==> config.mk <==
export PLATFORM = sky130hd
export DESIGN_NAME = serial_word_feeder
export DESIGN_NICKNAME = d
export VERILOG_FILES = /design/src/rtl/serial_feeder_pkg.sv /design/src/rtl/feeder_hold_reg.sv /design/src/rtl/serial_word_feeder.sv
export SDC_FILE = /design/constraint.sdc
export NUM_CORES = 1
export LEC_CHECK = 0
export CORE_AREA = 5 5 63 59
export CTS_BUF_LIST = sky130_fd_sc_hd__clkbuf_2
export DETAILED_ROUTE_END_ITERATION = 8
export DIE_AREA = 0 0 68 64
export HOLD_SLACK_MARGIN = 0.15
export PLACE_DENSITY_LB_ADDON = 0.08
export SYNTH_ARGS = -nofsm -noshare
export SYNTH_HDL_FRONTEND = slang
export SYNTH_HIERARCHICAL = 1
export SYNTH_SLANG_ARGS = --single-unit
export TNS_END_PERCENT = 20
==> constraint.sdc <==
create_clock -name clk -period 3.4 [get_ports clk]
set_input_delay 0.85 -clock clk [delete_from_list [all_inputs] [get_ports clk]]
set_output_delay 0.85 -clock clk [all_outputs]
set_load 0.01 [all_outputs]
==> src/rtl/serial_feeder_pkg.sv <==
// serial_feeder_pkg: shared types and sizing helpers for the serial word feeder.
// Optional feature macro: SERIAL_FEEDER_PARITY_EN (appends an even-parity bit to each frame).
`default_nettype none

package serial_feeder_pkg;

    typedef enum logic [0:0] {
        IDLE  = 1'b0,
        SHIFT = 1'b1
    } state_t;

`ifdef SERIAL_FEEDER_PARITY_EN
    localparam int PARITY_BITS = 1;
`else
    localparam int PARITY_BITS = 0;
`endif

    // Counter must be able to hold WIDTH, the index of the parity bit when enabled.
    function automatic int cnt_width(input int width);
        return $clog2(width + 1);
    endfunction

    function automatic int frame_len(input int width);
        return width + PARITY_BITS;
    endfunction

endpackage

`default_nettype wire

==> src/rtl/feeder_hold_reg.sv <==
// feeder_hold_reg: one-entry holding register that buffers the next word while a frame shifts out.
// Optional feature macro: SERIAL_FEEDER_PARITY_EN (no effect in this file).
`default_nettype none

module feeder_hold_reg #(
    parameter int WIDTH = 8
) (
    input  logic             clk,
    input  logic             reset,
    input  logic             wr_en_i,
    input  logic [WIDTH-1:0] wr_data_i,
    input  logic             rd_en_i,
    output logic [WIDTH-1:0] rd_data_o,
    output logic             full_o,
    output logic             in_ready_o
);

    logic [WIDTH-1:0] data_q;
    logic             full_q;

    // A read only happens while full, when in_ready is low, so write and read never coincide.
    always_ff @(posedge clk or negedge reset) begin
        if (!reset) begin
            data_q <= '0;
            full_q <= 1'b0;
        end else if (wr_en_i) begin
            data_q <= wr_data_i;
            full_q <= 1'b1;
        end else if (rd_en_i) begin
            full_q <= 1'b0;
        end
    end

    assign rd_data_o  = data_q;
    assign full_o     = full_q;
    assign in_ready_o = ~full_q;

endmodule

`default_nettype wire

==> src/rtl/serial_word_feeder.sv <==
// serial_word_feeder: valid/ready parallel-to-serial stage emitting gapless one-bit frames.
// Optional feature macro: SERIAL_FEEDER_PARITY_EN (frame = WIDTH data bits + even parity bit).
`default_nettype none

module serial_word_feeder
    import serial_feeder_pkg::*;
#(
    parameter int WIDTH      = 8,
    parameter bit MSB_FIRST  = 1'b1,
    parameter bit IDLE_LEVEL = 1'b0
) (
    input  logic             clk,
    input  logic             reset,
    input  logic [WIDTH-1:0] in_data,
    input  logic             in_valid,
    output logic             in_ready,
    output logic             dout,
    output logic             dout_valid,
    output logic             word_done,
    output logic             busy
);

    localparam int             FRAME_LEN = frame_len(WIDTH);
    localparam int             CW        = cnt_width(WIDTH);
    localparam logic [CW-1:0]  LAST_CNT  = CW'(FRAME_LEN - 1);

    state_t           state_q;
    logic [WIDTH-1:0] sreg_q;
    logic [CW-1:0]    cnt_q;
    logic             dout_q;
    logic             dout_valid_q;
    logic             word_done_q;
    logic             busy_q;
`ifdef SERIAL_FEEDER_PARITY_EN
    logic             parity_q;
`endif

    logic             accept;
    logic             last_bit;
    logic             load;
    logic             hold_wr;
    logic             hold_rd;
    logic             hold_full;
    logic [WIDTH-1:0] hold_data;
    logic [WIDTH-1:0] load_word;
    logic [CW-1:0]    cnt_nxt;

    function automatic logic out_bit(input logic [WIDTH-1:0] w);
        return MSB_FIRST ? w[WIDTH-1] : w[0];
    endfunction

    function automatic logic [WIDTH-1:0] advance(input logic [WIDTH-1:0] w);
        return MSB_FIRST ? {w[WIDTH-2:0], 1'b0} : {1'b0, w[WIDTH-1:1]};
    endfunction

    assign accept    = in_valid && in_ready;
    assign last_bit  = (state_q == SHIFT) && (cnt_q == LAST_CNT);
    assign hold_wr   = (state_q == SHIFT) && !last_bit && accept;
    assign hold_rd   = last_bit && hold_full;
    assign load      = ((state_q == IDLE) && accept) || (last_bit && (hold_full || accept));
    // hold_full is never set in IDLE, so this also covers the IDLE bypass.
    assign load_word = hold_full ? hold_data : in_data;
    assign cnt_nxt   = cnt_q + 1'b1;

    feeder_hold_reg #(
        .WIDTH (WIDTH)
    ) u_hold (
        .clk        (clk),
        .reset      (reset),
        .wr_en_i    (hold_wr),
        .wr_data_i  (in_data),
        .rd_en_i    (hold_rd),
        .rd_data_o  (hold_data),
        .full_o     (hold_full),
        .in_ready_o (in_ready)
    );

    // dout_q always carries the bit selected by cnt_q; sreg_q is pre-advanced to the next one.
    always_ff @(posedge clk or negedge reset) begin
        if (!reset) begin
            state_q      <= IDLE;
            sreg_q       <= '0;
            cnt_q        <= '0;
            dout_q       <= IDLE_LEVEL;
            dout_valid_q <= 1'b0;
            word_done_q  <= 1'b0;
            busy_q       <= 1'b0;
`ifdef SERIAL_FEEDER_PARITY_EN
            parity_q     <= 1'b0;
`endif
        end else if (load) begin
            state_q      <= SHIFT;
            sreg_q       <= advance(load_word);
            cnt_q        <= '0;
            dout_q       <= out_bit(load_word);
            dout_valid_q <= 1'b1;
            word_done_q  <= 1'b0;
            busy_q       <= 1'b1;
`ifdef SERIAL_FEEDER_PARITY_EN
            parity_q     <= ^load_word;
`endif
        end else if ((state_q == SHIFT) && !last_bit) begin
            sreg_q       <= advance(sreg_q);
            cnt_q        <= cnt_nxt;
            word_done_q  <= (cnt_nxt == LAST_CNT);
`ifdef SERIAL_FEEDER_PARITY_EN
            if (cnt_nxt == CW'(WIDTH))
                dout_q   <= parity_q;
            else
`endif
                dout_q   <= out_bit(sreg_q);
        end else if (last_bit) begin
            state_q      <= IDLE;
            sreg_q       <= '0;
            cnt_q        <= '0;
            dout_q       <= IDLE_LEVEL;
            dout_valid_q <= 1'b0;
            word_done_q  <= 1'b0;
            busy_q       <= 1'b0;
        end
    end

    assign dout       = dout_q;
    assign dout_valid = dout_valid_q;
    assign word_done  = word_done_q;
    assign busy       = busy_q;

endmodule

`default_nettype wire

# Word-level counts from Yosys, hierarchy flattened
# Index checks and enable logic that the tools add are counted.
[word_totals] elab_cells=43 out_inout_bits=5 register_bits=24
[classes] n_mux=16 eq_ne=3 n_reduce_logical=14 n_bitwise=2 addsub=1
[op_table] op="two-way mux 8 bit" n=4
[op_table] op="two-way mux 4 bit" n=3
[op_table] op="two-way mux 1 bit" n=9
[op_table] op="equality test 4 x 3 -> 1 bit, second input constant" n=2
[op_table] op="logical AND 1 bit" n=7
[op_table] op="adder 4 x 1 -> 4 bit, second input constant" n=1
[op_table] op="nonzero test 2 bit" n=2
[op_table] op="nonzero test 3 bit" n=1
[op_table] op="logical OR 1 bit" n=2
[op_table] op="inequality test 2 bit, second input constant" n=1
[op_table] op="inverter 1 bit" n=2
[op_table] op="AND reduction 2 bit" n=1
[op_table] op="zero test 1 bit" n=1

# Logic depth before layout (Yosys ltp)
[depth] depth_word=7 depth_mapped=7

# By module
# Netlist, hierarchy kept.
[by_module_without_submodules] mod="serial_word_feeder" instances=1 seq_area_each_um2=350.3 area_each_um2=767.0 cells_per_inst=73
[by_module_without_submodules] mod="feeder_hold_reg" instances=1 seq_area_each_um2=225.2 area_each_um2=367.9 cells_per_inst=20

# Worst setup path before layout
# OpenSTA, ideal clock, no wires.
[synth_path] path_kind="flip-flop to flip-flop" from="register cnt_q[0]" to="register u_hold.data_q[0] (netlist: u_hold/rd_data_o[0])" t_arrival_ns=1.628 required_ns=3.275 path_stages_with_launch=8 path_slack_ns=1.647 period_less_slack_ns=1.753 setup_ns=0.125 cell_sequence="dfrtp_1 ha_1 nand3b_4 and2_4 buf_6 and3_1 buf_6 mux2_4"
[synth_between] elab_chain_len=5
[synth_lines] item="from (decl)" line_no="serial_word_feeder.sv:29" rtl="logic [CW-1:0] cnt_q;"
[synth_lines] item="from (signal assigned)" line_no="serial_word_feeder.sv:104" rtl="cnt_q <= cnt_nxt;"
[synth_lines] item="equality test 4 x 3 -> 1 bit" line_no="serial_word_feeder.sv:57" rtl="assign last_bit = (state_q == SHIFT) && (cnt_q == LAST_CNT);"
[synth_lines] item="logical AND 1 bit" line_no="serial_word_feeder.sv:57"
[synth_lines] item="zero test 1 bit" line_no="serial_word_feeder.sv:58" rtl="assign hold_wr = (state_q == SHIFT) && !last_bit && accept;"
[synth_lines] item="logical AND 1 bit (2 in a row)" line_no="serial_word_feeder.sv:58"
[synth_lines] item="via hold_wr" line_no="serial_word_feeder.sv:41" rtl="logic hold_wr;"
[synth_lines] item="to (signal assigned)" line_no="feeder_hold_reg.sv:27" rtl="data_q <= wr_data_i;"
[synth_lines] item="to (decl)" line_no="feeder_hold_reg.sv:18" rtl="logic [WIDTH-1:0] data_q;"
# The timed path passes the listed nets, and every way through them passes these cells.
# A chain may end at the register's enable or synchronous reset.

# Worst setup path after layout
[layout_path] from="register u_hold.full_q (netlist: u_hold/full_o)" to="output port in_ready"
[layout_between] elab_chain_len=1
[layout_lines] item="from (decl)" line_no="feeder_hold_reg.sv:19" rtl="logic full_q;"
[layout_lines] item="from (signal assigned)" line_no="feeder_hold_reg.sv:25" rtl="full_q <= 1'b0;"
[layout_lines] item="from (signal assigned)" line_no="feeder_hold_reg.sv:28" rtl="full_q <= 1'b1;"
[layout_lines] item="from (signal assigned)" line_no="feeder_hold_reg.sv:30" rtl="full_q <= 1'b0;"
[layout_lines] item="inverter 1 bit" line_no="feeder_hold_reg.sv:36" rtl="assign in_ready_o = ~full_q;"
[layout_lines] item="to (decl)" line_no="serial_word_feeder.sv:16" rtl="output logic in_ready,"
# No other way between the ends.

==> run_results.csv <==
group,metric,value,unit
worst_setup_path,start_kind,"register",
clock_tree,insertion_delay,340,ps
clock_tree,ctsHoldBuffers,0,
worst_setup_path,cp_top_family,"flip-flops",
worst_setup_path,crit_cells,2,
logic_synthesis,synth_top_cell_area_share,50.7,%
floorplan,ios,16,
worst_setup_path,worstPathArrival,1790,ps
finish,layout-drive-gt1-share,15.7,%
finish,n_fill_cell,282,
place,dp_cells,146,
floorplan,start_util,38.2,%
sta,fin_skew,5.36,ps
finish,fin_cells,150,
drt,first_iter_violations,34,
logic_synthesis,synth_seq_cells,23,
sta,hold_viol_final,0,
drt,vias_per_cell,5.11,
drt,wl_per_cell,14.5,um
clock_tree,cts_setup_buffers,0,
finish,layout.nets,122,
floorplan,die_w,68,um
global_route,grt_max_degree,24,
worst_setup_path,cp-endpoint,"in_ready",
logic_synthesis,synth_top_cell_by_area,"dfrtp_1",
place,hpwl,1500,um
place,gp_congestion,0.697,
power_and_ir_drop,powerDensity,785,nW/um^2
drt,drt-total-wl,2180,um
drt,drcViolationCount,0,
clock_tree,cts_buffer_depth,2,
worst_setup_path,regToRegSetupSlack,1310,ps
drt,drt-pass1-iter-count,4,
logic_synthesis,yosys_most_used_dff,"dfrtp_1",
logic_synthesis,synthTopCellsByArea,"dfrtp_1 (51%), mux2_4 (11%), mux2i_1 (7.1%)",
sta,rsz0062_at_grt,"no",
worst_setup_path,critPathMaxFanout,11,
finish,area_delta_synth_final,17.0,%
power_and_ir_drop,p_leak,0.628,nW
sta,max_freq,0.379,GHz
logic_synthesis,synth_edf_count,0,
sta,finalSetupViolCount,0,
drt,ant_nets,0,
sta,finalCriticalPeriod,2640,ps
logic_synthesis,synthMostInstantiatedCell,"dfrtp_1",
sta,fin_setup_tns,0,ps
global_route,grtUsageTotal,11.2,%
sta,min_period_over_period,77.7,%
floorplan,dieArea,4350,um^2
hold_path,hp-start,"sreg_q[1]",
place,io_buffer_count,15,
logic_synthesis,synth_area,1130,um^2
finish,n_antenna_cell,0,
worst_setup_path,slowest_stage,"dfrtp_1",
clock_tree,cts.sinks,23,
logic_synthesis,yosysSeqAreaShare,50.7,%
clock_tree,htreeDepth,1,
logic_synthesis,synth_warnings,6,
logic_synthesis,async_reset_ff_share,100,%
worst_setup_path,worstSetupPathType,"reg -> out",
drt,vias,766,
worst_setup_path,critPathBufInv,2,
worst_setup_path,crit_required,2550,ps
global_route,grt_pass1_vias,779,
logic_synthesis,yosysUniqueCellTypes,24,
clock_tree,post_cts_resized,0,
sta,worstMarginPinSlew,562,ps
clock_tree,cts-buffers-inserted,3,
sta,report.final.slew_viol_count,0,
hold_path,hp-class,"reg -> reg",
floorplan,design.core.area,2970,um^2
worst_setup_path,r2r_start,"cnt_q[0]",
logic_synthesis,synth_cells,93,
global_route,antenna_found_initial,0,
sta,slew_headroom,62.5,%
clock_tree,clkTransAtPathRegs,220,ps
clock_tree,clock-root-buffer,"clkbuf_2",
logic_synthesis,synth_common_cells,"dfrtp_1 (23), nand2_1 (13), mux2_4 (8), mux2i_1 (8), nand3_1 (7)",
job,maxCapViolCount,0,
global_route,grt_first_pass_wirelength,3680,um
logic_synthesis,synth_area_per_cell,12.2,um^2
worst_setup_path,cp_cell_sequence,"inv_1 > clkdlybuf4s50_1",
worst_setup_path,r2r_cells,5,
worst_setup_path,startpoint,"u_hold/full_o",
worst_setup_path,end_kind,"output port",
floorplan,die_y,64,um
power_and_ir_drop,ir_worst_vdd,0.318,mV
worst_setup_path,reg2reg_to,"u_hold/rd_data_o[1]",
status,outcome,"completed",
floorplan,row_count,19,
logic_synthesis,synthesis.nets,106,
worst_setup_path,critPathMaxStageDelay,730,ps
clock_tree,tritoncts,"done",
global_route,grt.overflow.total,0,
## through the flow
step / setup slack, ps / hold WS (ps) / total power, W / instance area (um^2) / util, %
finish: 758 / 522 / 0.00104 / 1330 / 44.7
CTS: 709 / 521 / 0.00106 / 1330 / 44.7
floorplan: 1650 / 449 / 0.000830 / 1130 / -
global placement: 1040 / 473 / 0.000932 / 1310 / 44.0
global route: 585 / 550 / 0.00112 / 1330 / 44.7
detailed placement: 1030 / 475 / 0.000941 / 1310 / 44.0
## tightest hold or removal path: stages, from the launching register on
cell	delay [ps]
dfrtp_1	400
nand2_1	50
o31ai_1	60
## final cells by class
cell class / count / area [um^2] / share of cell area, %
sequential: 23 / 576 / 43.4
inverter: 2 / 7.51 / 0.566
clock buffer: 3 / 15.0 / 1.13
clock inverter: 1 / 5.00 / 0.377
tap: 42 / 52.6 / 3.96
multi-input combinational: 62 / 507 / 38.2
timing repair buffer: 17 / 165 / 12.4
## worst min-delay path by stage
stage	to	cells past startpoint
2_1_floorplan	sreg_q[1]	2
3_3_place_gp	sreg_q[1]	2
4_1_cts	sreg_q[1]	2
5_1_grt	sreg_q[1]	2
6_report	sreg_q[1]	2
3_5_place_dp	sreg_q[1]	2
## logic make-up (layout without fill, tap and decap cells)
| kind of cell | after synthesis | in the layout | synth area share (%) |
|---|---|---|---|
| adders and majority gates | 2 | 2 | 2.20 |
| and+or+nand+nor | 25 | 25 | 11.4 |
| xor gates and xnor gates | 2 | 2 | 1.54 |
| muxes | 16 | 16 | 17.6 |
| AOI/OAI and AO/OA | 17 | 17 | 11.9 |
| DFF | 23 | 23 | 50.7 |
| buffers and inverters | 8 | 23 | 4.63 |
## registers in the layout (all words and copies together), names as in the netlist
name and flops:
u_hold/full_o 1, cnt_q 4, word_done 1, sreg_q 7, busy 1, dout 1, u_hold/rd_data_o 8
## where the power goes
group	total, W	switching (W)	internal, W	leakage, nW
sequential	0.000497	0.000107	0.000390	0.283
combinational	0.000433	0.000181	0.000251	0.329
clock	0.000112	0.0000855	0.0000267	0.0164
total	0.00104	0.000373	0.000668	0.628
## placed cells by master (no fill, tap or decap), types with 2 or more instances in the layout
| cell type | Yosys | layout |
|---|---|---|
| a22o_1 | 2 | 2 |
| mux2i_1 | 8 | 8 |
| nand2_1 | 13 | 13 |
| clkbuf_2 | 0 | 3 |
| clkdlybuf4s50_1 | 0 | 15 |
| nand3_1 | 7 | 7 |
| xor2_1 | 2 | 2 |
| o21ai_0 | 3 | 3 |
| mux2_4 | 8 | 8 |
| o311ai_1 | 6 | 6 |
| and3_1 | 2 | 2 |
| ha_1 | 2 | 2 |
| buf_4 | 2 | 2 |
| dfrtp_1 | 23 | 23 |
| inv_1 | 2 | 2 |
## layer usage
layer / vias to the layer above / GRT usage, % / share of wire [%]
met2: 17 / 17.0 / 46
met5: - / 0 / 0
met1: 377 / 14.7 / 47
met4: 0 / 5.96 / 2.2
li1: 367 / - / -
met3: 5 / 2.28 / 4.8
Power figures use the tool's default switching activity.
